$ cat config.mk
export PLATFORM = sky130hd
export DESIGN_NAME = lcd_console
export DESIGN_NICKNAME = d
export VERILOG_FILES = /design/src/rtl/lcd_pkg.sv /design/src/rtl/lcd_console_fifo.sv /design/src/rtl/lcd_console.sv
export SDC_FILE = /design/constraint.sdc
export NUM_CORES = 1
export LEC_CHECK = 0
export ABC_CLOCK_PERIOD_IN_PS = 3300
export BUFFER_PORTS_ARGS = -buffer_cell sky130_fd_sc_hd__buf_2
export CAP_MARGIN = 25
export CORE_UTILIZATION = 40
export DETAILED_ROUTE_END_ITERATION = 8
export GPL_ROUTABILITY_DRIVEN = 0
export SLEW_MARGIN = 20
export SYNTH_ARGS = -nofsm -noshare
export SYNTH_HDL_FRONTEND = slang
export SYNTH_SLANG_ARGS = --single-unit
$ cat constraint.sdc
create_clock -name clk -period 3.3 [get_ports clk]
set_clock_uncertainty 0.1 [all_clocks]
set_input_delay 0.165 -clock clk [delete_from_list [all_inputs] [get_ports clk]]
set_output_delay 0.165 -clock clk [all_outputs]
set_load 0.02 [all_outputs]
$ cat src/rtl/lcd_pkg.sv
// rtl/lcd_pkg.sv - shared constants, FSM states and row address helper for the LCD console
package lcd_pkg;

   localparam logic [7:0] LF    = 8'h0A;
   localparam logic [7:0] CR    = 8'h0D;
   localparam logic [7:0] BS    = 8'h08;
   localparam logic [7:0] FF    = 8'h0C;
   localparam logic [7:0] SPACE = 8'h20;

   localparam logic [7:0] CMD_CLEAR   = 8'h01;
   localparam logic [7:0] CMD_SETADDR = 8'h80;

   typedef enum logic [2:0] {
      S_IDLE,
      S_FETCH,
      S_DECODE,
      S_ISSUE,
      S_WAIT_ACK,
      S_WAIT_DONE
   } state_t;

   // Which step of a multi-request character comes next.
   typedef enum logic [1:0] {
      PH_FIRST,
      PH_ADDR0,
      PH_WRITE
   } phase_t;

   // DDRAM base address of a visible row; rows 2/3 continue rows 0/1.
   function automatic logic [7:0] row_base(input logic [1:0] row, input logic [7:0] cols);
      case (row)
         2'd0:    row_base = 8'h00;
         2'd1:    row_base = 8'h40;
         2'd2:    row_base = cols;
         default: row_base = 8'h40 + cols;
      endcase
   endfunction

endpackage

$ cat src/rtl/lcd_console_fifo.sv
// rtl/lcd_console_fifo.sv - character buffer with registered read data and full/empty flags
module lcd_console_fifo #(
   parameter int DEPTH = 16
) (
   input  logic       clk,
   input  logic       rst_n,
   input  logic       wr_en,
   input  logic [7:0] wr_data,
   input  logic       rd_en,
   output logic [7:0] rd_data,
   output logic       full,
   output logic       empty
);
   localparam int AW = (DEPTH > 1) ? $clog2(DEPTH) : 1;
   localparam logic [AW:0] FULL_CNT = (AW + 1)'(DEPTH);

   logic [7:0]    mem [DEPTH];
   logic [AW-1:0] wr_ptr;
   logic [AW-1:0] rd_ptr;
   logic [AW:0]   count;
   logic          do_wr;
   logic          do_rd;

   assign full  = (count == FULL_CNT);
   assign empty = (count == '0);
   assign do_wr = wr_en && !full;
   assign do_rd = rd_en && !empty;

   // Storage array; no reset needed, the pointers define validity.
   always_ff @(posedge clk) begin
      if (do_wr) mem[wr_ptr] <= wr_data;
   end

   // Pointers, fill level and the one-cycle-latency read register.
   always_ff @(posedge clk or negedge rst_n) begin
      if (!rst_n) begin
         wr_ptr  <= '0;
         rd_ptr  <= '0;
         count   <= '0;
         rd_data <= 8'h00;
      end else begin
         if (do_wr) wr_ptr <= wr_ptr + 1'b1;
         if (do_rd) begin
            rd_ptr  <= rd_ptr + 1'b1;
            rd_data <= mem[rd_ptr];
         end
         case ({do_wr, do_rd})
            2'b10:   count <= count + 1'b1;
            2'b01:   count <= count - 1'b1;
            default: count <= count;
         endcase
      end
   end

endmodule

$ cat src/rtl/lcd_console.sv
// rtl/lcd_console.sv - text console front end issuing HD44780 driver requests
module lcd_console
   import lcd_pkg::*;
#(
   parameter int FIFO_DEPTH = 16,
   parameter int COLS       = 16,
   parameter int ROWS       = 2,
   parameter int WRAP_MODE  = 0
) (
   input  logic                                    clk,
   input  logic                                    rst_n,
   input  logic [7:0]                              char,
   input  logic                                    print,
   output logic                                    busy,
   output logic                                    idle,
   output logic                                    overflow,
   output logic [((ROWS > 1) ? $clog2(ROWS) : 1)-1:0] cursor_row,
   output logic [$clog2(COLS + 1)-1:0]             cursor_col,
   output logic [7:0]                              lcd_data,
   output logic                                    lcd_wr_cmd,
   output logic                                    lcd_wr_char,
   input  logic                                    lcd_busy,
   input  logic                                    lcd_initialized
);
   localparam int ROW_W = (ROWS > 1) ? $clog2(ROWS) : 1;
   localparam int COL_W = $clog2(COLS + 1);
   localparam logic [COL_W-1:0] COL_FULL = COL_W'(COLS);
   localparam logic [ROW_W:0]   ROW_LIM  = (ROW_W + 1)'(ROWS);

   state_t           state;
   state_t           state_nxt;
   phase_t           phase;
   logic [7:0]       cur_char;
   logic             fifo_rd;
   logic [7:0]       fifo_rdata;
   logic             fifo_full;
   logic             fifo_empty;
   logic             can_fetch;

   // Request latched when leaving DECODE, applied to the cursor in ISSUE.
   logic             op_cmd;
   logic [ROW_W-1:0] op_row;
   logic [COL_W-1:0] op_col;
   phase_t           op_next;

   // Decoder outputs.
   logic [7:0]       dchar;
   logic             is_ctrl;
   logic [7:0]       wchar;
   logic [ROW_W:0]   row_inc;
   logic             row_wraps;
   logic [ROW_W-1:0] next_row;
   logic             do_write;
   logic             do_wrap;
   logic             d_valid;
   logic             d_cmd;
   logic [7:0]       d_data;
   logic [ROW_W-1:0] d_row;
   logic [COL_W-1:0] d_col;
   phase_t           d_next;

   function automatic logic [7:0] set_addr(input logic [ROW_W-1:0] r, input logic [COL_W-1:0] c);
      return CMD_SETADDR | (row_base(2'(r), 8'(COLS)) + 8'(c));
   endfunction

   lcd_console_fifo #(
      .DEPTH (FIFO_DEPTH)
   ) u_fifo (
      .clk     (clk),
      .rst_n   (rst_n),
      .wr_en   (print),
      .wr_data (char),
      .rd_en   (fifo_rd),
      .rd_data (fifo_rdata),
      .full    (fifo_full),
      .empty   (fifo_empty)
   );

   assign busy      = fifo_full;
   assign idle      = fifo_empty && (state == S_IDLE);
   assign can_fetch = !fifo_empty && lcd_initialized;

   // Sticky flag for a write attempted while the buffer was full.
   always_ff @(posedge clk or negedge rst_n) begin
      if (!rst_n) overflow <= 1'b0;
      else if (print && fifo_full) overflow <= 1'b1;
   end

   // Decide the next request for the current character and cursor.
   always_comb begin
      dchar     = (phase == PH_FIRST) ? fifo_rdata : cur_char;
      is_ctrl   = (dchar == LF) || (dchar == CR) || (dchar == BS) || (dchar == FF);
      wchar     = ((dchar >= 8'h20) && (dchar <= 8'h7E)) ? dchar : SPACE;
      row_inc   = {1'b0, cursor_row} + 1'b1;
      row_wraps = (row_inc >= ROW_LIM);
      next_row  = row_wraps ? '0 : row_inc[ROW_W-1:0];
      do_write  = 1'b0;
      do_wrap   = 1'b0;
      d_valid   = 1'b1;
      d_cmd     = 1'b1;
      d_data    = CMD_CLEAR;
      d_row     = cursor_row;
      d_col     = cursor_col;
      d_next    = PH_FIRST;
      if (phase == PH_ADDR0) begin
         d_data = CMD_SETADDR;
         d_row  = '0;
         d_col  = '0;
         d_next = is_ctrl ? PH_FIRST : PH_WRITE;
      end else if (phase == PH_WRITE) begin
         do_write = 1'b1;
      end else begin
         case (dchar)
            LF: do_wrap = 1'b1;
            CR: begin
               d_data = set_addr(cursor_row, '0);
               d_col  = '0;
            end
            BS: begin
               if (cursor_col != '0) begin
                  d_col  = cursor_col - 1'b1;
                  d_data = set_addr(cursor_row, cursor_col - 1'b1);
               end else begin
                  d_valid = 1'b0;
               end
            end
            FF: begin
               d_row = '0;
               d_col = '0;
            end
            default: begin
               if (cursor_col < COL_FULL) do_write = 1'b1;
               else                       do_wrap  = 1'b1;
            end
         endcase
      end
      if (do_write) begin
         d_cmd  = 1'b0;
         d_data = wchar;
         d_col  = cursor_col + 1'b1;
         d_next = PH_FIRST;
      end
      if (do_wrap) begin
         if (row_wraps && (WRAP_MODE != 0)) begin
            d_data = CMD_CLEAR;
            d_row  = '0;
            d_col  = '0;
            d_next = PH_ADDR0;
         end else begin
            d_data = set_addr(next_row, '0);
            d_row  = next_row;
            d_col  = '0;
            d_next = is_ctrl ? PH_FIRST : PH_WRITE;
         end
      end
   end

   // Sequencer next state, FIFO read strobe and request pulses.
   always_comb begin
      state_nxt   = state;
      fifo_rd     = 1'b0;
      lcd_wr_cmd  = (state == S_ISSUE) && op_cmd;
      lcd_wr_char = (state == S_ISSUE) && !op_cmd;
      case (state)
         S_IDLE:      if (can_fetch) state_nxt = S_FETCH;
         S_FETCH: begin
            fifo_rd   = 1'b1;
            state_nxt = S_DECODE;
         end
         S_DECODE: begin
            if (!d_valid)      state_nxt = can_fetch ? S_FETCH : S_IDLE;
            else if (!lcd_busy) state_nxt = S_ISSUE;
         end
         S_ISSUE:     state_nxt = S_WAIT_ACK;
         S_WAIT_ACK:  if (lcd_busy) state_nxt = S_WAIT_DONE;
         S_WAIT_DONE: begin
            if (!lcd_busy) begin
               if (phase != PH_FIRST) state_nxt = S_DECODE;
               else                   state_nxt = can_fetch ? S_FETCH : S_IDLE;
            end
         end
         default:     state_nxt = S_IDLE;
      endcase
   end

   // Sequencer state register.
   always_ff @(posedge clk or negedge rst_n) begin
      if (!rst_n) state <= S_IDLE;
      else        state <= state_nxt;
   end

   // Latch char and request, then commit cursor and phase as the request pulses.
   always_ff @(posedge clk or negedge rst_n) begin
      if (!rst_n) begin
         phase      <= PH_FIRST;
         cur_char   <= 8'h00;
         cursor_row <= '0;
         cursor_col <= '0;
         op_cmd     <= 1'b0;
         lcd_data   <= 8'h00;
         op_row     <= '0;
         op_col     <= '0;
         op_next    <= PH_FIRST;
      end else begin
         if ((state == S_DECODE) && (phase == PH_FIRST)) cur_char <= fifo_rdata;
         if ((state == S_DECODE) && (state_nxt == S_ISSUE)) begin
            op_cmd   <= d_cmd;
            lcd_data <= d_data;
            op_row   <= d_row;
            op_col   <= d_col;
            op_next  <= d_next;
         end
         if (state == S_ISSUE) begin
            cursor_row <= op_row;
            cursor_col <= op_col;
            phase      <= op_next;
         end
      end
   end

endmodule

**Word-level counts from Yosys, hierarchy flattened**

Memory sizes are Yosys's and may differ from the RTL's. A register that Yosys moved wholly into a read port is not among the register bits.
Cells that the tools add are included.

- Register bits: 50
- RAM bits: 128
- Output and inout port bits: 19
- Logic and storage cells: 124
- Memories kept: 1

Memories:

| memory | words | width | rd ports | clocked after Yosys merged registers in | write ports | line | source |
|---|---|---|---|---|---|---|---|
| u_fifo.mem | 16 | 8 | 1 | 1 | 1 | lcd_console_fifo.sv:17 | `logic [7:0] mem [DEPTH];` |

- $add $sub $neg: 8
- Magnitude comparators: 4
- Eq/ne operators: 15
- Multiplexer cells: 54
- Bitwise operators: 2
- Reduce and logical (&&, ||, !) cells: 26

Operators with widths:

| kind | count |
|---|---|
| 8-bit 2-to-1 mux | 7 |
| 8-bit by 4-bit == test with 1-bit output (second input constant) | 4 |
| 7-bit 2-to-1 mux | 4 |
| 7-bit one-hot mux with 2 select lines | 2 |
| 5-bit 2-to-1 mux | 5 |
| 1-bit 2-to-1 mux | 21 |
| 5-bit one-hot mux with 2 select lines | 2 |
| 3-bit one-hot mux with 6 select lines | 1 |
| 8-bit one-hot mux with 2 select lines | 1 |
| 3-bit 2-to-1 mux | 5 |
| 5-bit by 1-bit adder with 5-bit output (second input constant) | 2 |
| 1-bit logical AND | 10 |
| 2-bit 2-to-1 mux | 5 |
| 5-bit by 1-bit subtractor with 5-bit output (second input constant) | 2 |
| 3-bit by 2-bit == test with 1-bit output (second input constant) | 3 |
| 4-bit by 1-bit adder with 4-bit output (second input constant) | 2 |
| 8-bit by 6-bit greater-or-equal comparator with 1-bit output (second input constant) | 1 |
| 8-bit by 7-bit <= comparator with 1-bit output (second input constant) | 1 |
| 7-bit by 5-bit adder with 7-bit output | 1 |
| 3-bit == test (second input constant) | 2 |
| 5-bit == test (second input constant) | 1 |
| 5-bit zero test | 1 |
| 5-bit less-than comparator (second input constant) | 1 |
| 5-bit nonzero test | 1 |
| other kinds (15) | 24 |

**Longest topological paths before layout**

Gate-level depths: netlist (run 1).

- Depth in word-level cells: 13
- Gate-level depth with buffers: 14
- Depth with buffers taken out: 12

**Modules after synthesis**

A second synthesis (run 1) with hierarchy kept.

- Cell total of the unflattened synthesis: 531
- Area, all modules: 8061.5 um2

Modules (own cells, without submodules):

| module | times used | cells an instance | area each (um2) |
|---|---|---|---|
| lcd_console_fifo | 1 | 316 | 5934.4 |
| lcd_console | 1 | 215 | 2127.0 |

**Worst setup path after synthesis (run 1)**

Ideal clock, no wire load.

- Kind: register to register
- From: reg u_fifo.count[0]
- To: reg u_fifo.count[4]
- Setup time: 79 ps
- Arrival: 2886 ps
- Required time: 3121 ps
- Setup slack: 235 ps
- Cell stages (with the launch flop): 14
- Path buffers: 2
- Clock period less this slack: 3065 ps
- Cells stage by stage: dfrtp_1 nor4_1 nor2b_1 or3_1 clkbuf_1 inv_2 clkbuf_1 ha_1 ha_1 nor2b_1 o21ai_0 a21oi_1 nor3_1 xor2_1

- Longest elaborated chain between the ends: 5

RTL lines:

| item | line | source |
|---|---|---|
| start, declared | lcd_console_fifo.sv:20 | `logic [AW:0] count;` |
| start signal, assigned | lcd_console_fifo.sv:48 | `2'b10: count <= count + 1'b1;` |
| start signal, assigned | lcd_console_fifo.sv:49 | `2'b01: count <= count - 1'b1;` |
| start signal, assigned | lcd_console_fifo.sv:50 | `default: count <= count;` |
| 5-bit zero test * | lcd_console_fifo.sv:25 | `assign empty = (count == '0);` |
| 1-bit zero test * | lcd_console_fifo.sv:27 | `assign do_rd = rd_en && !empty;` |
| 1-bit logical AND * | lcd_console_fifo.sv:27 |  |
| via u_fifo.do_rd | lcd_console_fifo.sv:22 | `logic do_rd;` |
| 2-bit by 1-bit == test with 1-bit output or 2-bit == test (tied branches) | lcd_console_fifo.sv:47 | `case ({do_wr, do_rd})` |
| 5-bit one-hot mux with 2 select lines or 2-bit nonzero test (tied branches) | n/a |  |

Mark *: on every way through the listed nets, which the timed path passes. The rest lies on a longest branch.
A chain may end at the register's enable or synchronous reset.

**Worst setup path after layout (run 1)**

- From: reg u_fifo.count[0]
- To: reg u_fifo.count[4]

- Longest elaborated chain between the ends: 5

RTL lines:

| item | line |
|---|---|
| 5-bit == test or 5-bit zero test (tied branches) | lcd_console_fifo.sv:24, lcd_console_fifo.sv:25 |
| 1-bit zero test, on equally long branches | lcd_console_fifo.sv:26, lcd_console_fifo.sv:27 |
| 1-bit logical AND, on equally long branches | lcd_console_fifo.sv:26, lcd_console_fifo.sv:27 |
| 2-bit by 1-bit == test with 1-bit output or 2-bit == test (tied branches) | lcd_console_fifo.sv:47 |
| 5-bit one-hot mux with 2 select lines or 2-bit nonzero test (tied branches) | n/a |

Several ways; a longest one is shown, not always the timed one.

==> flow_summary_export.csv, run 1 <==
group,metric,value,unit
grt,grt_pass1_wl,26900,um
worst_setup_path,max_stage_delay,450,ps
layout,final_cell_mix,"edfxtp_1 (128), nand2_1 (56), dfrtp_1 (55)",
place,dp_hpwl,11100,um
sta,hold_ws,17.7,ps
floorplan,die_x,144,um
logic_synthesis,syn_avg_cell_area,15.2,sq um
status,status,"complete, no violations",
worst_setup_path,r2r-end,"u_fifo.count[4]",
floorplan,ios,32,
clocking,root_buffer,"clkbuf_16",
clocking,worstSkewPairLatency,440,ps
sta,finalCritPeriodShare,0.923,
worst_setup_path,crit_type,"flip-flop to flip-flop",
worst_setup_path,reg2reg_depth,12,
sta,slew_viol_final,0,
drt,dr.pass1.iters,4,
clocking,htreeDepth,4,
worst_setup_path,critPathSlowestCell,"dfrtp_1",
grt,grt_overflow,0,
clocking,clockBufferDepth,2,
drt,drcViolationCount,0,
sta,relSlewSlack,0.395,
grt,grt_pass1_vias,4839,
worst_setup_path,startpoint_type,"flip-flop",
hold_path,hold_path_class,"primary input to flip-flop",
grt,grt_max_degree,36,
logic_synthesis,synth_ff_type,"edfxtp_1",
clocking,cts_sinks,184,
drt,ant_nets,0,
logic_synthesis,yosys_warnings,0,
worst_setup_path,crit_top_cell,"nor2b_1",
drt,vias_per_cell,5.48,
grt,track_usage,0.176,
layout,area_growth,14.7,%
hold_path,hold_start,"char[0]",
logic_synthesis,netlist_instances,532,
power,power.density,924,nW/um^2
layout,fin_nets,600,
logic_synthesis,seq_area_frac_synth,0.648,
logic_synthesis,synth_fp_nets,558,
worst_setup_path,arrival,3300,ps
sta,worst_slack,255,ps
drt,finalWirelength,16800,um
sta,setup_viol,0,
floorplan,core,19700,sq um
worst_setup_path,path_cells,"nor4_4 -> nor2b_1 -> or3_1 -> inv_2 -> ha_1 -> inv_1 -> fa_1 -> nor2b_1 -> o21ai_0 -> and3_1 -> nor3_1 -> xor2_1",
logic_synthesis,ys_seq_elements,184,
clocking,cts_tree,"built",
sta,period_minus_slack,3040,ps
grt,antenna_found_initial,0,
logic_synthesis,synth_edf_count,128,
drt,wl_per_cell,19.7,um
power,ir_drop,0.000446,V
worst_setup_path,critPathTopFamily,"simple AND/OR/NAND/NOR gates",
drt,via_count,4669,
floorplan,dieArea,20800,sq um
hold_path,min_to,"u_fifo.mem[14][0]",
logic_synthesis,yosysUniqueCellTypes,58,
worst_setup_path,critPathBufInv,2,
worst_setup_path,crit_path_end_kind,"flip-flop",
floorplan,die_h,144,um
layout,drive_above_1_share,0.256,
sta,fmax,328,MHz
place,port_buffers,31,
logic_synthesis,syn_area,8090,sq um
layout,final_common_cell,"edfxtp_1",
floorplan,fp-row-count,51,
clocking,clk_pin_slew,80,ps
run,maxCapViolations,0,
sta,setup_tns,0,ps
logic_synthesis,synthArstFlopShare,0.304,
clocking,cts_buffers,17,
layout,antenna_cells,0,
worst_setup_path,crit_fanout,13,
hold_path,hold_depth,1,
worst_setup_path,reg2reg_slack,260,ps
clocking,postCtsSetupBuffers,0,
place,dp_slack,223,ps
sta,rsz0062_at_grt,"no",
sta,worst_pin_slew,904,ps
drt,drt_iter0_drc,291,
sta,hold_viol_final,0,
power,power.leakage,3.38,nW
floorplan,start_util,0.412,
worst_setup_path,required,3560,ps
worst_setup_path,r2r_start,"u_fifo.count[0]",
-- metrics by stage --
step	power, W	util	instance area (sq um)	std cells
after floorplan	0.00561	-	8090	532
after global placement	0.00640	0.436	8580	816
after detailed placement	0.00649	0.436	8580	816
after CTS	0.00862	0.471	9260	852
after global routing	0.00908	0.472	9280	852
final	0.00857	0.472	9280	852
-- area by class of cell --
| type | instances | area, sq um |
|---|---|---|
| clock buffers | 17 | 425 |
| multi-input cells | 301 | 2660 |
| repair buffers | 51 | 328 |
| flip-flops and latches | 184 | 5250 |
| well taps | 265 | 332 |
| fillers | 1733 | 10400 |
| inverters | 19 | 71.3 |
| clock inverters | 15 | 221 |
-- how the worst max path moves through the flow --
stage                            endpoint  slack, ps  depth (start not counted)       startpoint
after floorplan           u_fifo.count[4]        240                         13  u_fifo.count[0]
after global placement    u_fifo.count[4]        380                         12  u_fifo.count[0]
after detailed placement  u_fifo.count[4]        220                         12  u_fifo.count[1]
after CTS                 u_fifo.count[4]        190                         12  u_fifo.count[1]
after global routing      u_fifo.count[4]         30                         12  u_fifo.count[0]
final                     u_fifo.count[4]        260                         12  u_fifo.count[0]
-- cells by family after synthesis --
| family | share of synthesized area |
|---|---|
| AO/OA/AOI/OAI | 0.0642 |
| multiplexers | 0.142 |
| AND/OR/NAND/NOR | 0.0877 |
| adder cells (fa/ha/maj) | 0.0210 |
| buffers and inverters | 0.0254 |
| flip-flops | 0.648 |
| XOR/XNOR | 0.0119 |
-- sequential cells by signal, summed over array words and instances (netlist names) --
signal	flops
cur_char	8
cursor_col	5
cursor_row	1
lcd_data	8
op_cmd	1
op_col	5
op_next	1
op_row	1
overflow	1
phase	1
state	3
u_fifo.count	5
u_fifo.mem	128
u_fifo.rd_data	8
u_fifo.rd_ptr	4
u_fifo.wr_ptr	4
-- routing by layer --
metal	track usage	share of wire	vias up
li1	-	-	2136
met2	0.298	0.50	79
met5	0	0	-
met3	0.0298	0.027	22
met1	0.234	0.46	2432
met4	0.0499	0.012	0
-- Yosys cell counts, types with 6 or more instances --
| cell type | number | share of area |
|---|---|---|
| o21ai_1 | 10 | 0.0062 |
| nor2b_1 | 10 | 0.0077 |
| nor3_1 | 9 | 0.0056 |
| a21oi_1 | 12 | 0.0074 |
| ha_1 | 12 | 0.019 |
| o21ai_0 | 11 | 0.0068 |
| nand4_1 | 8 | 0.0062 |
| inv_1 | 18 | 0.0084 |
| dfrtp_1 | 56 | 0.17 |
| a41oi_1 | 6 | 0.0065 |
| a31oi_1 | 8 | 0.0062 |
| edfxtp_1 | 128 | 0.48 |
| xnor2_1 | 8 | 0.0087 |
| nand2_1 | 56 | 0.026 |
| mux4_2 | 40 | 0.11 |
| clkbuf_1 | 16 | 0.0074 |
| nor2_1 | 22 | 0.010 |
| mux2_2 | 19 | 0.026 |
| nor4_1 | 7 | 0.0054 |
| nand2b_1 | 8 | 0.0062 |
-- power by group --
| group | internal (W) | switching (W) |
|---|---|---|
| registers | 0.00296 | 0.000504 |
| logic | 0.00134 | 0.00164 |
| clock network | 0.00112 | 0.00101 |
-- timing repair --
action / 4_1_cts / 5_1_grt
endpoints found under the setup margin: 0 / 1
hold buffers: 4 / 0
endpoints found under the hold margin: 33 / 0
gates resized for setup: 0 / 2
Power figures use the tool's default switching activity.
==> inputs of run 2 (changes only) <==
- ABC_CLOCK_PERIOD_IN_PS: 3300 -> 3030
- CORE_ASPECT_RATIO: default -> 0.6
- clock period: 3.3 -> 3.03 ns (I/O delays scaled with it)
==> flow_summary_export.csv, run 2 (same netlist as run 1, synthesis figures left out) <==
group,metric,value,unit
status,status,"complete, no violations",
floorplan,ios,32,
clocking,cts_sinks,184,
place,dpl.cell_count,820,
run,maxCapViolations,0,
sta,relSlewSlack,0.427,
clocking,cts_buffers,17,
sta,fmax,365,MHz
sta,worst_pin_slew,856,ps
layout,design_area,9210,sq um
grt,grt_pass1_vias,4700,
clocking,root_buffer,"clkbuf_16",
worst_setup_path,crit_path_end_kind,"flip-flop",
drt,finalWirelength,17300,um
power,p_clk_frac,0.225,
place,dp_hpwl,12000,um
worst_setup_path,arrival,3000,ps
grt,track_usage,0.181,
sta,rsz0062_at_grt,"no",
grt,grt_pass1_wl,27400,um
power,power.leakage,3.35,nW
drt,drcViolationCount,0,
power,p_int,0.00580,W
worst_setup_path,r2r_start,"u_fifo.count[0]",
floorplan,dieArea,20800,sq um
layout,area_growth,13.8,%
floorplan,start_util,0.417,
worst_setup_path,crit_type,"flip-flop to flip-flop",
grt,antenna_found_initial,0,
sta,finalCritPeriodShare,0.905,
power,p_total,0.00920,W
worst_setup_path,crit_fanout,4,
sta,hold_viol_final,0,
floorplan,die_x,186,um
layout,drive_above_1_share,0.256,
place,port_buffers,31,
layout,antenna_cells,0,
hold_path,hold_path_class,"primary input to flip-flop",
layout,largest_reg_flops,128,
layout,regMostFlops,"u_fifo.mem",
drt,dr.pass1.iters,5,
drt,drt_iter0_drc,516,
layout,fill_cells,1694,
worst_setup_path,crit_start,"u_fifo.count[0]",
clocking,clk_pin_slew,70,ps
power,comb_power_share,0.364,
clocking,clockBufferDepth,2,
drt,vias_per_cell,5.50,
worst_setup_path,required,3290,ps
floorplan,fp-row-count,39,
sta,setup_viol,0,
sta,setup_tns,0,ps
hold_path,hold_start,"char[0]",
sta,slew_viol_final,0,
power,switching_share,0.370,
layout,final_cell_mix,"edfxtp_1 (128), nand2_1 (56), dfrtp_1 (55)",
clocking,cts_tree,"built",
drt,via_count,4711,
floorplan,die_h,112,um
place,placedInstanceArea,8610,sq um
clocking,worstSkewPairLatency,430,ps
floorplan,core,19400,sq um
layout,fin_nets,603,
sta,period_minus_slack,2740,ps
power,ir_drop,0.000489,V
power,seqPwrFrac,0.412,
power,p_switching,0.00340,W
layout,final_cells,856,
drt,wl_per_cell,20.2,um
drt,ant_nets,0,
grt,grt_max_degree,45,
clocking,htreeDepth,4,
grt,grt_overflow,0,
layout,final_common_cell,"edfxtp_1",
worst_setup_path,startpoint_type,"flip-flop",
power,power.density,999,nW/um^2
run 2: final cells by class:
cell class / instances / area, sq um / area share
flip-flops and latches: 184 / 5250 / 0.570
clock inverters: 13 / 113 / 0.0122
repair buffers: 54 / 365 / 0.0397
well taps: 266 / 333 / 0.0361
multi-input cells: 301 / 2650 / 0.287
clock buffers: 19 / 433 / 0.0470
inverters: 19 / 71.3 / 0.00775
run 2: critical path, cell delays in order, from the launching register on:
cell and delay, ps:
dfrtp_1 420, nor4_2 90, nor2b_1 140, or3_1 380
inv_2 80, ha_1 230, inv_1 100, fa_1 420
nor2b_1 120, o21ai_0 90, and3_1 190, nor3_1 170
xor2_1 150
run 2: layer usage:
metal,vias up,share of wire,global-route usage
li1,2139,-,-
met1,2393,0.51,0.288
met2,162,0.42,0.242
met3,17,0.068,0.0493
met4,0,0.0085,0.0459
met5,-,0,0
run 2: final timing paths:
path                       slack (ps)  cells after the start                 to
max reg2reg                       290                     12    u_fifo.count[4]
min reg2reg                       370                      1           overflow
max                               290                     12    u_fifo.count[4]
max in group asynchronous        2110                      3    u_fifo.count[1]
min                                10                      1  u_fifo.mem[10][0]
min in group asynchronous         160                      2             op_cmd
run 2: what timing repair did:
item / 4_1_cts / 5_1_grt
resized for setup: 0 / 1
hold endpoints to repair: 46 / 0
hold buffers: 4 / 0
buffers inserted: 0 / 0
setup endpoints to repair: 0 / 1
run 2: stage by stage:
step / util / hold WS [ps] / worst slack [ps]
2_1_floorplan: - / -244 / 36.2
3_3_place_gp: 0.444 / 251 / 243
3_5_place_dp: 0.444 / 264 / 141
4_1_cts: 0.474 / 2.43 / 121
5_1_grt: 0.474 / 10.9 / 26.3
6_report: 0.474 / 14.3 / 288
run 2: power by group through the flow:
stage / clock network [W] / registers (W) / logic [W]
finish: 0.00207 / 0.00379 / 0.00335
global route: 0.00221 / 0.00387 / 0.00366
detailed placement: 0 / 0.00383 / 0.00332
CTS: 0.00211 / 0.00378 / 0.00334
global placement: 0 / 0.00378 / 0.00326
floorplan: 0 / 0.00366 / 0.00245
==> inputs of run 3 (changes only) <==
- CORE_UTILIZATION: 40 -> 50
- PLACE_DENSITY: default -> 0.67
==> flow_summary_export.csv, run 3 (same netlist as run 1, synthesis figures left out) <==
group,metric,value,unit
status,status,"finished with violations",
status,violations,"design-rule violations",
layout,area_growth,14.4,%
clocking,cts_sinks,184,
layout,regMostFlops,"u_fifo.mem",
power,ir_drop,0.000446,V
drt,vias_per_cell,6.06,
sta,worst_slack,92.0,ps
sta,finalCritPeriodShare,0.970,
drt,wl_per_cell,22.1,um
layout,multiInputGateArea,2670,sq um
floorplan,fp-row-count,35,
drt,dr.pass1.iters,7,
layout,fin_nets,607,
worst_setup_path,crit_fanout,9,
floorplan,core,15600,sq um
layout,final_cell_mix,"edfxtp_1 (128), nand2_1 (56), dfrtp_1 (54)",
floorplan,die_x,166,um
layout,antenna_cells,0,
place,dp_slack,32.6,ps
run,maxCapViolations,0,
sta,fmax,340,MHz
clocking,worstSkewPairLatency,430,ps
layout,largest_reg_flops,128,
layout,drive_above_1_share,0.268,
grt,grt_pass1_vias,4601,
worst_setup_path,required,3300,ps
drt,drt_iter0_drc,526,
drt,ant_nets,0,
power,power.density,1020,nW/um^2
layout,fill_cells,1153,
clocking,htreeDepth,4,
clocking,root_buffer,"clkbuf_16",
grt,antenna_found_initial,0,
worst_setup_path,crit_path_end_kind,"flip-flop",
clocking,clk_pin_slew,80,ps
drt,via_count,4826,
power,p_switching,0.00358,W
sta,hold_ws,6.94,ps
floorplan,start_util,0.519,
worst_setup_path,crit_type,"flip-flop to flip-flop",
hold_path,hold_path_class,"primary input to flip-flop",
clocking,clockBufferDepth,2,
grt,grt_pass1_wl,27600,um
sta,hold_viol_final,0,
floorplan,ios,32,
sta,setup_viol,0,
hold_path,hold_depth,1,
grt,track_usage,0.226,
power,p_total,0.00947,W
worst_setup_path,arrival,3210,ps
grt,grt_max_degree,45,
sta,relSlewSlack,0.422,
drt,finalWirelength,17600,um
layout,final_common_cell,"edfxtp_1",
grt,grt_overflow,0,
worst_setup_path,reg2reg_depth,6,
place,port_buffers,31,
sta,worst_pin_slew,863,ps
layout,final_util,0.594,
sta,period_minus_slack,2940,ps
floorplan,dieArea,16700,sq um
power,p_int,0.00589,W
clocking,cts_buffers,17,
power,switching_share,0.378,
floorplan,die_h,101,um
place,dp_hpwl,11800,um
sta,slew_viol_final,0,
layout,final-seq-area,5250,sq um
drt,drcViolationCount,2,
power,comb_power_share,0.363,
power,seqPwrFrac,0.400,
worst_setup_path,startpoint_type,"flip-flop",
power,p_clk_frac,0.237,
power,power.leakage,3.40,nW
clocking,cts_tree,"built",
-- run 3: cell types whose count changed in the layout (fill, tap and decap cells not counted), sizes merged --
cell         change
buf              +2
clkinv           +6
dlygate4sd3      +2
clkinvlp         -1
inv              -3
clkbuf           -2
-- run 3: final timing paths --
path,from,endpoint,slack [ps]
setup / recovery,u_fifo.rd_data[4],state[0],90
hold / removal,char[4],u_fifo.mem[10][4],7
setup reg to reg,u_fifo.rd_data[4],state[0],90
hold reg to reg,overflow,overflow,360
max in group asynchronous,rst_n,u_fifo.count[0],2020
min in group asynchronous,rst_n,op_cmd,150
-- run 3: critical path, cell delays in order (launching register included) --
cell and delay (ps):
dfrtp_1 450, or4_4 630, o32a_1 530, nor2_2 270, a31oi_1 140, o221ai_1 200, dlygate4sd3_1 570
-- run 3: power by group through the flow --
stage | registers (W) | clock network (W) | logic [W]
2_1_floorplan | 0.00366 | 0 | 0.00245
3_3_place_gp | 0.00376 | 0 | 0.00327
3_5_place_dp | 0.00381 | 0 | 0.00334
4_1_cts | 0.00376 | 0.00227 | 0.00338
5_1_grt | 0.00387 | 0.00238 | 0.00372
6_report | 0.00379 | 0.00224 | 0.00344
-- run 3: timing repair --
action	CTS	global route
buffers inserted	0	2
hold endpoints to repair	53	0
hold buffers	6	0
gates resized for setup	0	10
endpoints found under the setup margin	0	3
-- run 3: routing by layer --
layer | GRT usage | share of wire
met2 | 0.296 | 0.41
met1 | 0.371 | 0.49
met3 | 0.0506 | 0.088
met4 | 0.0641 | 0.0096
met5 | 0 | 0
-- run 3: layout make-up --
| class | count | area share |
|---|---|---|
| Sequential cell | 184 | 0.567 |
| Multi-Input combinational cell | 301 | 0.289 |
| Clock buffer | 17 | 0.0460 |
| Timing Repair Buffer | 58 | 0.0419 |
| Tap cell | 203 | 0.0274 |
| Clock inverter | 15 | 0.0208 |
| Inverter | 19 | 0.00825 |
-- run 3: stage by stage --
step                      instances  TNS, ps  cell area [sq um]
after CTS                       795        0               9200
after detailed placement        757        0               8520
after global placement          757        0               8520
final                           797        0               9260
after floorplan                 532        0               8090
after global routing            797    -15.4               9260
